===== src/rtl/cla_8bit_arb_pkg.sv =====
// Shared types, widths and the round-robin pick helper for the CLA arbiter.
package cla_arb_pkg;

  typedef enum logic [1:0] {IDLE, CALC, RESP} cla_arb_state_t;

  localparam int OPW     = 8;
  localparam int SUMW    = 9;
  localparam int MAX_REQ = 4;

  typedef struct packed {
    logic       found;
    logic [1:0] idx;
  } rr_pick_t;

  // Searches from last+1 upward, wrapping modulo n; first valid requester wins.
  function automatic rr_pick_t rr_pick(input logic [MAX_REQ-1:0] valid,
                                       input logic [1:0]         last,
                                       input int unsigned        n);
    rr_pick_t   r;
    logic [1:0] cand;
    r = '0;
    for (int unsigned off = 1; off <= MAX_REQ; off++) begin
      if (off <= n) begin
        cand = 2'((32'(last) + off) % n);
        if (!r.found && valid[cand]) begin
          r.found = 1'b1;
          r.idx   = cand;
        end
      end
    end
    return r;
  endfunction

endpackage


===== src/rtl/cla_8bit_arb_if.sv =====
// Requester and response channels between client blocks and the CLA arbiter.
interface cla_8bit_arb_if #(
  parameter int N_REQ = 2,
  parameter int IDW   = $clog2(N_REQ)
);
  import cla_arb_pkg::*;

  logic [N_REQ-1:0]           req_valid;
  logic [N_REQ-1:0]           req_ready;
  logic [N_REQ-1:0][OPW-1:0]  req_a;
  logic [N_REQ-1:0][OPW-1:0]  req_b;
  logic                       rsp_valid;
  logic                       rsp_ready;
  logic [SUMW-1:0]            rsp_sum;
  logic [IDW-1:0]             rsp_id;
  logic                       busy;

  modport master (
    output req_valid, req_a, req_b, rsp_ready,
    input  req_ready, rsp_valid, rsp_sum, rsp_id, busy
  );

  modport slave (
    input  req_valid, req_a, req_b, rsp_ready,
    output req_ready, rsp_valid, rsp_sum, rsp_id, busy
  );
endinterface


===== src/rtl/cla_8bit_arb_cla.sv =====
// 8-bit carry-lookahead adder: two 4-bit lookahead groups with a group-level carry stage.
module cla_8bit (
  input  logic [7:0] a,
  input  logic [7:0] b,
  input  logic       cin,
  output logic [7:0] sum,
  output logic       cout
);
  logic [7:0] w_g;
  logic [7:0] w_p;
  logic [1:0] w_gg;
  logic [1:0] w_gp;
  logic [1:0] w_gc;

  assign w_g = a & b;
  assign w_p = a ^ b;

  assign w_gc[0] = cin;
  assign w_gc[1] = w_gg[0] | (w_gp[0] & cin);
  assign cout    = w_gg[1] | (w_gp[1] & w_gg[0]) | (w_gp[1] & w_gp[0] & cin);

  for (genvar n = 0; n < 2; n++) begin : g_nib
    localparam int B = n * 4;
    logic [3:0] w_ci;

    assign w_gg[n] = w_g[B+3] | (w_p[B+3] & w_g[B+2]) | (w_p[B+3] & w_p[B+2] & w_g[B+1])
                   | (w_p[B+3] & w_p[B+2] & w_p[B+1] & w_g[B]);
    assign w_gp[n] = &w_p[B+3:B];

    // Carries expanded from the group carry-in so no bit depends on a sibling carry.
    assign w_ci[0] = w_gc[n];
    assign w_ci[1] = w_g[B] | (w_p[B] & w_gc[n]);
    assign w_ci[2] = w_g[B+1] | (w_p[B+1] & w_g[B]) | (w_p[B+1] & w_p[B] & w_gc[n]);
    assign w_ci[3] = w_g[B+2] | (w_p[B+2] & w_g[B+1]) | (w_p[B+2] & w_p[B+1] & w_g[B])
                   | (w_p[B+2] & w_p[B+1] & w_p[B] & w_gc[n]);

    assign sum[B+3:B] = w_p[B+3:B] ^ w_ci;
  end

endmodule


===== src/rtl/cla_8bit_arb.sv =====
// Round-robin arbiter sharing one cla_8bit between N_REQ requesters; one operation in flight.
module cla_8bit_arb
  import cla_arb_pkg::*;
#(
  parameter int N_REQ = 2,
  parameter int IDW   = $clog2(N_REQ)
) (
  input logic          clk,
  input logic          rst_n,
  cla_8bit_arb_if.slave bus
);

  cla_arb_state_t     r_state;
  logic [IDW-1:0]     r_last_grant;
  logic [IDW-1:0]     r_op_id;
  logic [OPW-1:0]     r_op_a;
  logic [OPW-1:0]     r_op_b;
  logic [SUMW-1:0]    r_rsp_sum;
  logic [IDW-1:0]     r_rsp_id;

  logic [MAX_REQ-1:0] w_valid_ext;
  logic [1:0]         w_last_ext;
  rr_pick_t           w_pick;
  logic [IDW-1:0]     w_gnt_id;
  logic               w_grant;
  logic [OPW-1:0]     w_cla_sum;
  logic               w_cla_cout;

  // Grant is masked while reset is held so no requester sees ready during reset.
  always_comb begin
    w_valid_ext              = '0;
    w_valid_ext[N_REQ-1:0]   = bus.req_valid;
    w_last_ext               = '0;
    w_last_ext[IDW-1:0]      = r_last_grant;
    w_pick                   = rr_pick(w_valid_ext, w_last_ext, N_REQ);
    w_gnt_id                 = IDW'(w_pick.idx);
    w_grant                  = (r_state == IDLE) && w_pick.found && rst_n;
  end

  always_comb begin
    bus.req_ready = '0;
    if (w_grant) bus.req_ready[w_gnt_id] = 1'b1;
  end

  assign bus.rsp_valid = (r_state == RESP);
  assign bus.busy      = (r_state != IDLE);
  assign bus.rsp_sum   = r_rsp_sum;
  assign bus.rsp_id    = r_rsp_id;

  cla_8bit u_cla (
    .a   (r_op_a),
    .b   (r_op_b),
    .cin (1'b0),
    .sum (w_cla_sum),
    .cout(w_cla_cout)
  );

  always_ff @(posedge clk or negedge rst_n) begin
    if (!rst_n) begin
      r_state      <= IDLE;
      r_last_grant <= IDW'(N_REQ - 1);
      r_op_id      <= '0;
      r_op_a       <= '0;
      r_op_b       <= '0;
      r_rsp_sum    <= '0;
      r_rsp_id     <= '0;
    end else begin
      case (r_state)
        IDLE: begin
          if (w_grant) begin
            r_op_a       <= bus.req_a[w_gnt_id];
            r_op_b       <= bus.req_b[w_gnt_id];
            r_op_id      <= w_gnt_id;
            r_last_grant <= w_gnt_id;
            r_state      <= CALC;
          end
        end
        CALC: begin
          r_rsp_sum <= {w_cla_cout, w_cla_sum};
          r_rsp_id  <= r_op_id;
          r_state   <= RESP;
        end
        RESP: begin
          if (bus.rsp_ready) r_state <= IDLE;
        end
        default: r_state <= IDLE;
      endcase
    end
  end

endmodule


===== src/flat_wrapper.sv =====
// flat-port wrapper written by rule: the top's interface ports become plain ports
module cla_8bit_arb_flat import cla_arb_pkg::*;
#(
  parameter int N_REQ = 2,
  parameter int IDW   = $clog2(N_REQ)
)
  (clk, rst_n, bus_req_valid, bus_req_a, bus_req_b, bus_rsp_ready, bus_req_ready, bus_rsp_valid, bus_rsp_sum, bus_rsp_id, bus_busy);
  cla_8bit_arb_if #(.N_REQ(N_REQ), .IDW(IDW)) bus_i ();
  input logic clk;
  input logic rst_n;
  input wire logic [$bits(bus_i.req_valid)-1:0] bus_req_valid;
  input wire logic [$bits(bus_i.req_a)-1:0] bus_req_a;
  input wire logic [$bits(bus_i.req_b)-1:0] bus_req_b;
  input wire logic [$bits(bus_i.rsp_ready)-1:0] bus_rsp_ready;
  output wire logic [$bits(bus_i.req_ready)-1:0] bus_req_ready;
  output wire logic [$bits(bus_i.rsp_valid)-1:0] bus_rsp_valid;
  output wire logic [$bits(bus_i.rsp_sum)-1:0] bus_rsp_sum;
  output wire logic [$bits(bus_i.rsp_id)-1:0] bus_rsp_id;
  output wire logic [$bits(bus_i.busy)-1:0] bus_busy;
  assign bus_i.req_valid = bus_req_valid;
  assign bus_i.req_a = bus_req_a;
  assign bus_i.req_b = bus_req_b;
  assign bus_i.rsp_ready = bus_rsp_ready;
  assign bus_req_ready = bus_i.req_ready;
  assign bus_rsp_valid = bus_i.rsp_valid;
  assign bus_rsp_sum = bus_i.rsp_sum;
  assign bus_rsp_id = bus_i.rsp_id;
  assign bus_busy = bus_i.busy;
  cla_8bit_arb #(.N_REQ(N_REQ), .IDW(IDW)) u_core (.clk(clk), .rst_n(rst_n), .bus(bus_i));
endmodule

===== config.mk =====
export PLATFORM = sky130hd
export DESIGN_NAME = cla_8bit_arb_flat
export DESIGN_NICKNAME = d
export VERILOG_FILES = /design/src/rtl/cla_8bit_arb_pkg.sv /design/src/rtl/cla_8bit_arb_if.sv /design/src/rtl/cla_8bit_arb_cla.sv /design/src/rtl/cla_8bit_arb.sv /design/src/flat_wrapper.sv
export SDC_FILE = /design/constraint.sdc
export NUM_CORES = 1
export LEC_CHECK = 0
export CORE_MARGIN = 4
export CORE_UTILIZATION = 46
export DETAILED_ROUTE_END_ITERATION = 6
export HOLD_SLACK_MARGIN = 0.02
export PLACE_DENSITY = 0.82
export SYNTH_ARGS = -nofsm -noshare
export SYNTH_HDL_FRONTEND = slang
export SYNTH_HIERARCHICAL = 1
export SYNTH_SLANG_ARGS = --single-unit

===== constraint.sdc =====
create_clock -name clk -period 2.7 [get_ports clk]
set_input_delay 0.27 -clock clk [delete_from_list [all_inputs] [get_ports clk]]
set_output_delay 0.27 -clock clk [all_outputs]
set_load 0.1 [all_outputs]

Yosys cells after proc, flatten, opt, wreduce, memory -nomap -nowiden
Cells that the tools add are included.
Widths: inputs -> output; s select.
{ "op_classes": {"add_sub_neg": 2, "order_cmp": 4, "eq_ne": 4, "mux": 16, "n_bitwise": 44, "reduce_logical": 10} }
{ "op_table": {"columns": ["cell", "count"], "rows": [
  ["$mux 8", 4],
  ["$and 1x1->1", 24],
  ["$or 1x1->1", 16],
  ["$and 8x8->8", 1],
  ["$xor 4x4->4", 2],
  ["$xor 8x8->8", 1],
  ["$lt 1x3->1 const B", 2],
  ["$mux 2", 3],
  ["$mux 3", 2],
  ["$pmux 2 s3", 1],
  ["$mux 1", 5],
  ["$logic_and 1x1->1", 4],
  ["$reduce_and 2->1", 2],
  ["$reduce_and 4->1", 1],
  ["$add 1x1->1 const B", 2],
  ["$eq 2x1->1 const B", 1],
  ["$eq 2x2->1 const B", 1],
  ["$logic_not 2->1", 1],
  ["$lt 1x2->1 const B", 1],
  ["$ne 2x1->1 const B", 1],
  ["$ne 2x2->1 const B", 1],
  ["$reduce_bool 2->1", 1],
  ["$demux 1 s1", 1],
  ["$ge 1x1->1 const B", 1],
  ["$logic_not 1->1", 1]
]} }
{ "totals": {"register_bits": 30, "in_bits": 37, "output_inout_bits": 14} }

Longest topological paths before layout
Gate-level depths: netlist (run 1).
{ "depth": {"word_depth": 12, "depth_mapped": 7, "mapped_depth_nobuf": 7} }

Hierarchy
The synthesis (run 1) kept the hierarchy.
{ "by_module_without_submodules": {"columns": ["module", "instances", "cells_each", "area_each_um2"], "rows": [
  ["cla_8bit_arb", 1, 115, 1391.3],
  ["cla_8bit", 1, 36, 311.5]
]} }

Worst setup path before layout (run 1)
Ideal clock, no wire load.
{ "synth_timing": {"path_type": "register to register", "start": "register u_core.r_op_a[2]", "end": "register u_core.r_rsp_sum[5] (netlist: u_core/bus.rsp_sum[5])", "arrival_time_ns": 2.279, "required_ns": 2.572, "setup_slack_ns": 0.293, "path_stages_with_launch": 8, "n_path_buf": 0, "synth_period_minus_slack_ns": 2.407, "cell_sequence": "dfrtp_1 > ha_1 > and3_1 > a221o_1 > or2_2 > fa_1 > xor2_1 > mux2_1"} }
{ "synth_between": {"elab_chain_len": 8, "word_cells_on_any_way": 13, "classes_between": "bitwise: 13"} }
{ "synth_lines": {"columns": ["item", "line_no", "rtl"], "rows": [
  ["from (decl)", "cla_8bit_arb.sv:16", "logic [OPW-1:0] r_op_a;"],
  ["from (signal assigned)", "cla_8bit_arb.sv:71", "r_op_a <= bus.req_a[w_gnt_id];"],
  ["$and 8x8->8 or $xor 8x8->8 (tied branches)", "cla_8bit_arb_cla.sv:15, cla_8bit_arb_cla.sv:16", null],
  ["$and 1x1->1 (on tied branches)", "cla_8bit_arb_cla.sv:26, cla_8bit_arb_cla.sv:27", null],
  ["$or 1x1->1 (tied with other cells)", "cla_8bit_arb_cla.sv:26", "assign w_gg[n] = w_g[B+3] | (w_p[B+3] & w_g[B+2]) | (w_p[B+3] & w_p[B+2] & w_g[B+1])"],
  ["$or 1x1->1 or $and 1x1->1 (tied branches)", "cla_8bit_arb_cla.sv:26, cla_8bit_arb_cla.sv:27", null],
  ["$or 1x1->1 *", "cla_8bit_arb_cla.sv:27", "| (w_p[B+3] & w_p[B+2] & w_p[B+1] & w_g[B]);"],
  ["$and 1x1->1 *", "cla_8bit_arb_cla.sv:32", "assign w_ci[1] = w_g[B] | (w_p[B] & w_gc[n]);"],
  ["$or 1x1->1 *", "cla_8bit_arb_cla.sv:32", null],
  ["$xor 4x4->4 *", "cla_8bit_arb_cla.sv:37", "assign sum[B+3:B] = w_p[B+3:B] ^ w_ci;"],
  ["via u_core.w_cla_sum[5]", "cla_8bit_arb.sv:26", "logic [OPW-1:0] w_cla_sum;"],
  ["to (signal assigned)", "cla_8bit_arb.sv:79", "r_rsp_sum <= {w_cla_cout, w_cla_sum};"],
  ["to (decl)", "cla_8bit_arb.sv:18", "logic [SUMW-1:0] r_rsp_sum;"]
]} }
Mark *: on every way through the listed nets, which the timed path passes. The rest lies on a longest branch.
A chain may end at the register's enable or synchronous reset.

Final worst setup path (run 1)
Ends and elaborated chain as after synthesis.

==> impl_metrics.tcl, run 1 <==
set metrics [dict create \
    status "finished clean" \
    worst_pin_slew_ps 726.3 \
    drt_wl_total_um 4212 \
    ctsResizeCount 0 \
    vdd_drop_max_mv 0.4741 \
    root_buffer "clkbuf_8" \
    cts.htree.levels 2 \
    clock_sinks 30 \
    post_dp_cell_area_mm2 0.002220 \
    drtAntennaViolNets 0 \
    slowest_delay_ps 380 \
    netlist_instances 151 \
    numCtsBuffers 5 \
    r2r_cells 7 \
    setup_viol 0 \
    drc 0 \
    r2r_slack_ps 200 \
    clkLatencyLatePin_ps 280 \
    io_pins 51 \
    fp.dieW_um 68.85 \
    gp_congestion 0.8642 \
    portBuffers 50 \
    vias 1376 \
    coreArea_mm2 0.003442 \
    path_cells "ha_1 -> and3_1 -> a221o_1 -> or2_2 -> fa_1 -> xor2_1 -> mux2_1" \
    clk_path_buf_depth 2 \
    rsz0062_at_grt "false" \
    ys_seq_area_share_pct 44.16 \
    overflow 0 \
    dr.pass1.iters 4 \
    path_class "register to register" \
    antenna_found_initial 0 \
    nets 251 \
    syn_area_mm2 0.001703 \
    p_clk_share_pct 12.4 \
    grt_max_degree 30 \
    cts_tree "done" \
    post-route-min-period_ps 2500 \
    final-hold-violation-count 0 \
    cp-end-kind "register" \
    critical_path.slowest_cell "dfrtp_1" \
    avgViaCountPerCell 5.482 \
    crit_required_ps 2860 \
    rows 21 \
    rr_startpoint "u_core/r_op_a[2]" \
    postCtsSetupRepairBufs 0 \
    worstPathArrival_ps 2660 \
    grt_pass1_vias 1420 \
    hp-class "input pin to async pin" \
    wire_per_inst_um 16.78 \
    die-height_um 68.85 \
    hpwl_um 3283 \
    initial_core_util_pct 49.47 \
    power_frac_comb_pct 60.1 \
    crit_buf_inv 0 \
    finalMaxSlewViolations 0 \
    r2r_end "u_core/bus.rsp_sum[5]" \
    path_clk_slew_ps 60 \
    die_area_mm2 0.004740 \
    switching_share_pct 49.15 \
    synth-warning-count 6 \
    timing.final.crit_share_pct 92.60 \
    p_int_mw 1.500 \
    area_growth_pct 35.64 \
    seq_power_share_pct 27.5 \
    leakage_nw 1.065 \
    ys_seq_elements 30 \
    grt_pass1_wl_um 6665 \
    cp-start-kind "register" \
    fin_skew_ps 7.107 \
    drtIter0Drc 89 \
    tns_ps 0 \
    fmaxAchievable_mhz 400.0 \
    switching_power_mw 1.450 \
    antenna_cells 0 \
    powerDensity_mw_per_mm2 1277 \
    design_area_mm2 0.002310 \
    avgSynthCellArea_um2 11.28 \
    hold_buffers 0 \
    relSlewSlack_pct 51.58 \
    critical_path.top_delay_family "adder cells" \
    grtUsageTotal_pct 19.69 \
    crit_fanout 4 \
    ys_types 34 \
    cap_viol_max_count 0 \
    drive_gt1_share_pct 20.00 \
]
[through the flow]
stage	cells	utilization (%)	setup slack, ps	total power, mW	hold slack, ps
detailed placement	243	64.49	209.3	2.581	478.4
finish	251	67.10	199.8	2.949	188.7
global placement	243	64.49	244.3	2.526	470.5
floorplan	152	-	292.6	2.166	-25.59
global route	251	67.10	108.3	3.119	190.5
CTS	251	67.10	193.3	2.955	188.9
[area by class of cell]
| cell class | count | area (um^2) |
|---|---|---|
| Sequential cell | 30 | 752.0 |
| Tap cell | 46 | 57.56 |
| Fill cell | 278 | 1132 |
| Clock buffer | 8 | 90.09 |
| Inverter | 8 | 30.03 |
| Multi-Input combinational cell | 104 | 852.1 |
| Timing Repair Buffer | 55 | 528.0 |
[state kept, by name, indices dropped and copies added, names as in the netlist]
signal               count
u_core/bus.rsp_id        1
u_core/r_op_id           1
u_core/bus.rsp_sum       9
u_core/r_op_a            8
u_core/r_state           2
u_core/r_last_grant      1
u_core/r_op_b            8
[cell families (layout without fill, tap and decap cells)]
| group | count (synthesis) | count (layout) | share of synthesized area (%) |
|---|---|---|---|
| adder cells (fa/ha/maj) | 10 | 10 | 8.230 |
| AO/OA/AOI/OAI | 30 | 30 | 15.21 |
| flip-flops | 30 | 30 | 44.16 |
| AND/OR/NAND/NOR | 47 | 47 | 16.97 |
| XOR/XNOR | 5 | 5 | 2.572 |
| buffers and inverters | 18 | 71 | 6.024 |
| other | 1 | 2 | 0.2202 |
| multiplexers | 10 | 10 | 6.613 |
[worst reg2reg max path: stages (launching register included)]
cell     delay, ps
dfrtp_1        380
ha_1           350
and3_1         200
a221o_1        360
or2_2          300
fa_1           380
xor2_1         140
mux2_1         270
[power by group through the flow]
stage	clock [mW]	sequential, mW	combinational (mW)
2_1_floorplan	0	1.33	0.840
3_3_place_gp	0	0.803	1.72
3_5_place_dp	0	0.820	1.76
4_1_cts	0.371	0.812	1.77
5_1_grt	0.393	0.840	1.89
6_report	0.366	0.812	1.77
[Yosys cell counts]
master    count  area share (%)
a211o_1       1            0.51
a21o_1        2            0.88
a21oi_1       1            0.29
a221o_1      17              10
and3_1        3             1.1
buf_2         4             1.2
buf_4         2            0.88
buf_6         3             2.0
clkbuf_1      1            0.22
conb_1        1            0.22
dfrtp_1      29              43
dfstp_2       1             1.5
fa_1          2             2.4
ha_1          8             5.9
inv_1         7             1.5
inv_2         1            0.22
mux2_1       10             6.6
nand2_1      17             3.7
nand2b_1      2            0.73
nand3b_1      1            0.44
nor2_1        1            0.22
nor2b_1       2            0.73
nor3_1        6             1.8
nor3_2       10             5.9
nor3b_2       1            0.73
o21a_1        4             1.8
o21ai_0       2            0.59
o21ai_1       1            0.29
o22a_1        1            0.51
o22ai_1       1            0.37
or2_2         3             1.1
or3b_1        1            0.51
xnor2_1       3             1.5
xor2_1        2             1.0
[layout by cell type (no fill, tap or decap), types with 2 or more instances in the layout]
cell type / instances
nand2b_1: 2
inv_1: 7
conb_1: 2
o21ai_0: 2
ha_1: 8
nor2b_1: 2
xor2_1: 2
o21a_1: 4
clkdlybuf4s50_1: 36
mux2_1: 10
clkbuf_1: 2
a221o_1: 17
or2_2: 3
and3_1: 3
fa_1: 2
nor3_1: 6
nand2_1: 17
clkbuf_8: 6
nor3_2: 10
buf_4: 17
xnor2_1: 3
buf_12: 2
dfrtp_1: 29
a21o_1: 2
[worst max path at each step]
stage	startpoint	depth (start not counted)	slack, ps	to
2_1_floorplan	u_core/r_op_a[2]	7	290	u_core/bus.rsp_sum[5]
3_3_place_gp	u_core/r_op_a[2]	7	240	u_core/bus.rsp_sum[5]
3_5_place_dp	u_core/r_op_a[2]	7	210	u_core/bus.rsp_sum[5]
4_1_cts	u_core/r_op_a[2]	7	190	u_core/bus.rsp_sum[5]
5_1_grt	u_core/r_op_a[2]	7	110	u_core/bus.rsp_sum[5]
6_report	u_core/r_op_a[2]	7	200	u_core/bus.rsp_sum[5]
[metal layers]
layer / routed length [um] / vias up / track usage (%)
met4: 61 / 0 / 8.029
met1: 1720 / 682 / 22.82
met2: 2198 / 37 / 35.00
li1: - / 652 / -
met3: 233 / 5 / 4.214
met5: 0 / - / 0
Power figures use the tool's default switching activity.
==> inputs of run 2 (changes only) <==
--- a/config.mk
+++ b/config.mk
@@ -10,6 +10,7 @@
 export DETAILED_ROUTE_END_ITERATION = 6
 export HOLD_SLACK_MARGIN = 0.02
 export PLACE_DENSITY = 0.82
+export RECOVER_POWER = 25
 export SYNTH_ARGS = -nofsm -noshare
 export SYNTH_HDL_FRONTEND = slang
 export SYNTH_HIERARCHICAL = 1
==> impl_metrics.tcl, run 2 (synthesized netlist as in run 1, its figures left out) <==
set metrics [dict create \
    worstPathArrival_ps 2660 \
    overflow 0 \
    vdd_drop_max_mv 0.4728 \
    avgViaCountPerCell 5.478 \
    ctsResizeCount 0 \
    cts.htree.levels 2 \
    drtAntennaViolNets 0 \
    coreArea_mm2 0.003442 \
    antenna_cells 0 \
    drt_wl_total_um 4213 \
    cap_viol_max_count 1 \
    clock_sinks 30 \
    largest_reg_flops 9 \
    postCtsSetupRepairBufs 0 \
    final-hold-violation-count 0 \
    fp.dieW_um 68.85 \
    fin_ws_ps 199.5 \
    seq_power_share_pct 27.5 \
    tns_ps 0 \
    gp_congestion 0.8642 \
    die-height_um 68.85 \
    grt_pass1_wl_um 6665 \
    grt_pass1_vias 1420 \
    hold_ws_ps 256.8 \
    path_clk_slew_ps 60 \
    cp-start-kind "register" \
    highest_layer "met4" \
    post-place-ws_ps 209.3 \
    cts_tree "done" \
    portBuffers 50 \
    fill_cells 280 \
    rows 21 \
    fmaxAchievable_mhz 399.9 \
    nets 251 \
    leakage_nw 1.062 \
    initial_core_util_pct 49.47 \
    p_int_mw 1.499 \
    wire_per_inst_um 16.78 \
    wl_met3_um 232 \
    fin_skew_ps 7.115 \
    wl_met1_um 1724 \
    io_pins 51 \
    wl_met2_um 2195 \
    dr.pass1.iters 4 \
    design_area_mm2 0.002306 \
    antenna_found_initial 0 \
    area_growth_pct 35.42 \
    post_dp_cell_area_mm2 0.002220 \
    power_frac_comb_pct 60.1 \
    finalMaxSlewViolations 30 \
    final_common_cell "clkdlybuf4s50_1" \
    hold_buffers 0 \
    hpwl_um 3283 \
    numCtsBuffers 5 \
    setup_viol 0 \
    crit_fanout 4 \
    drive_gt1_share_pct 19.51 \
    path_class "register to register" \
    relSlewSlack_pct -1.622 \
    p_clk_share_pct 12.4 \
    switching_power_mw 1.450 \
    crit_required_ps 2860 \
    cp-end-kind "register" \
    grtUsageTotal_pct 19.69 \
    die_area_mm2 0.004740 \
    switching_share_pct 49.18 \
    failed_checks "max-capacitance violations, max-slew violations" \
    drc 0 \
    post-route-min-period_ps 2500 \
    hp-class "input pin to async pin" \
    clk_path_buf_depth 2 \
    timing.final.crit_share_pct 92.61 \
    drtIter0Drc 89 \
    layout_common_cells "clkdlybuf4s50_1, dfrtp_1, nand2_1, a221o_1, buf_4" \
    vias 1375 \
    rsz0062_at_grt "false" \
    worst_pin_slew_ps 1524 \
    grt_max_degree 30 \
    status "complete, but fails checks" \
    powerDensity_mw_per_mm2 1279 \
    root_buffer "clkbuf_8" \
    clkLatencyLatePin_ps 280 \
]
[run 2: path summary, 6_finish.rpt]
check | from | to | slack [ps] | depth (start not counted)
max reg2reg | u_core/r_op_a[2] | u_core/bus.rsp_sum[5] | 200 | 7
min in group clk | u_core/r_op_id | u_core/r_op_id | 480 | 1
max in group asynchronous | rst_n | u_core/r_state[0] | 780 | 2
min | rst_n | u_core/r_state[1] | 260 | 1
max | u_core/r_op_a[2] | u_core/bus.rsp_sum[5] | 200 | 7
min reg2reg | u_core/r_op_id | u_core/r_op_id | 480 | 1
[run 2: power by group through the flow]
stage               clock network, mW  logic [mW]  registers (mW)
finish                          0.366        1.77           0.812
global route                    0.393        1.89           0.840
CTS                             0.371        1.77           0.812
detailed placement                  0        1.76           0.820
global placement                    0        1.72           0.803
floorplan                           0       0.840            1.33
[run 2: critical path, cell delays in order, from the launching register on]
cell     delay [ps]
dfrtp_1         380
ha_1            350
and3_1          200
a221o_1         360
or2_2           300
fa_1            380
xor2_1          140
mux2_1          270
[run 2: final cells by class]
class | instances | area (um^2) | share of cell area [%]
Multi-Input combinational cell | 104 | 852.1 | 36.95
Timing Repair Buffer | 55 | 524.3 | 22.73
Tap cell | 46 | 57.56 | 2.496
Sequential cell | 30 | 752.0 | 32.61
Clock buffer | 8 | 90.09 | 3.907
Inverter | 8 | 30.03 | 1.302
[run 2: per-stage QoR]
stage / std cells / utilization (%) / power (mW)
global route: 251 / 66.99 / 3.118
finish: 251 / 66.99 / 2.949
global placement: 243 / 64.49 / 2.526
detailed placement: 243 / 64.49 / 2.581
CTS: 251 / 67.10 / 2.955
floorplan: 152 / - / 2.166
[run 2: per-layer routing]
metal | vias up | GRT usage (%)
met4 | 0 | 8.029
met1 | 680 | 22.82
met2 | 37 | 35.00
met3 | 5 | 4.214
met5 | - | 0
li1 | 653 | -
==> inputs of run 3 (changes only) <==
--- a/config.mk
+++ b/config.mk
@@ -8,7 +8,6 @@
 export CORE_MARGIN = 4
 export CORE_UTILIZATION = 46
 export DETAILED_ROUTE_END_ITERATION = 6
-export HOLD_SLACK_MARGIN = 0.02
 export PLACE_DENSITY = 0.82
 export RECOVER_POWER = 25
 export SYNTH_ARGS = -nofsm -noshare
==> results of run 3 <==
No change in the layout: final DEF, timing and power equal those of run 2.
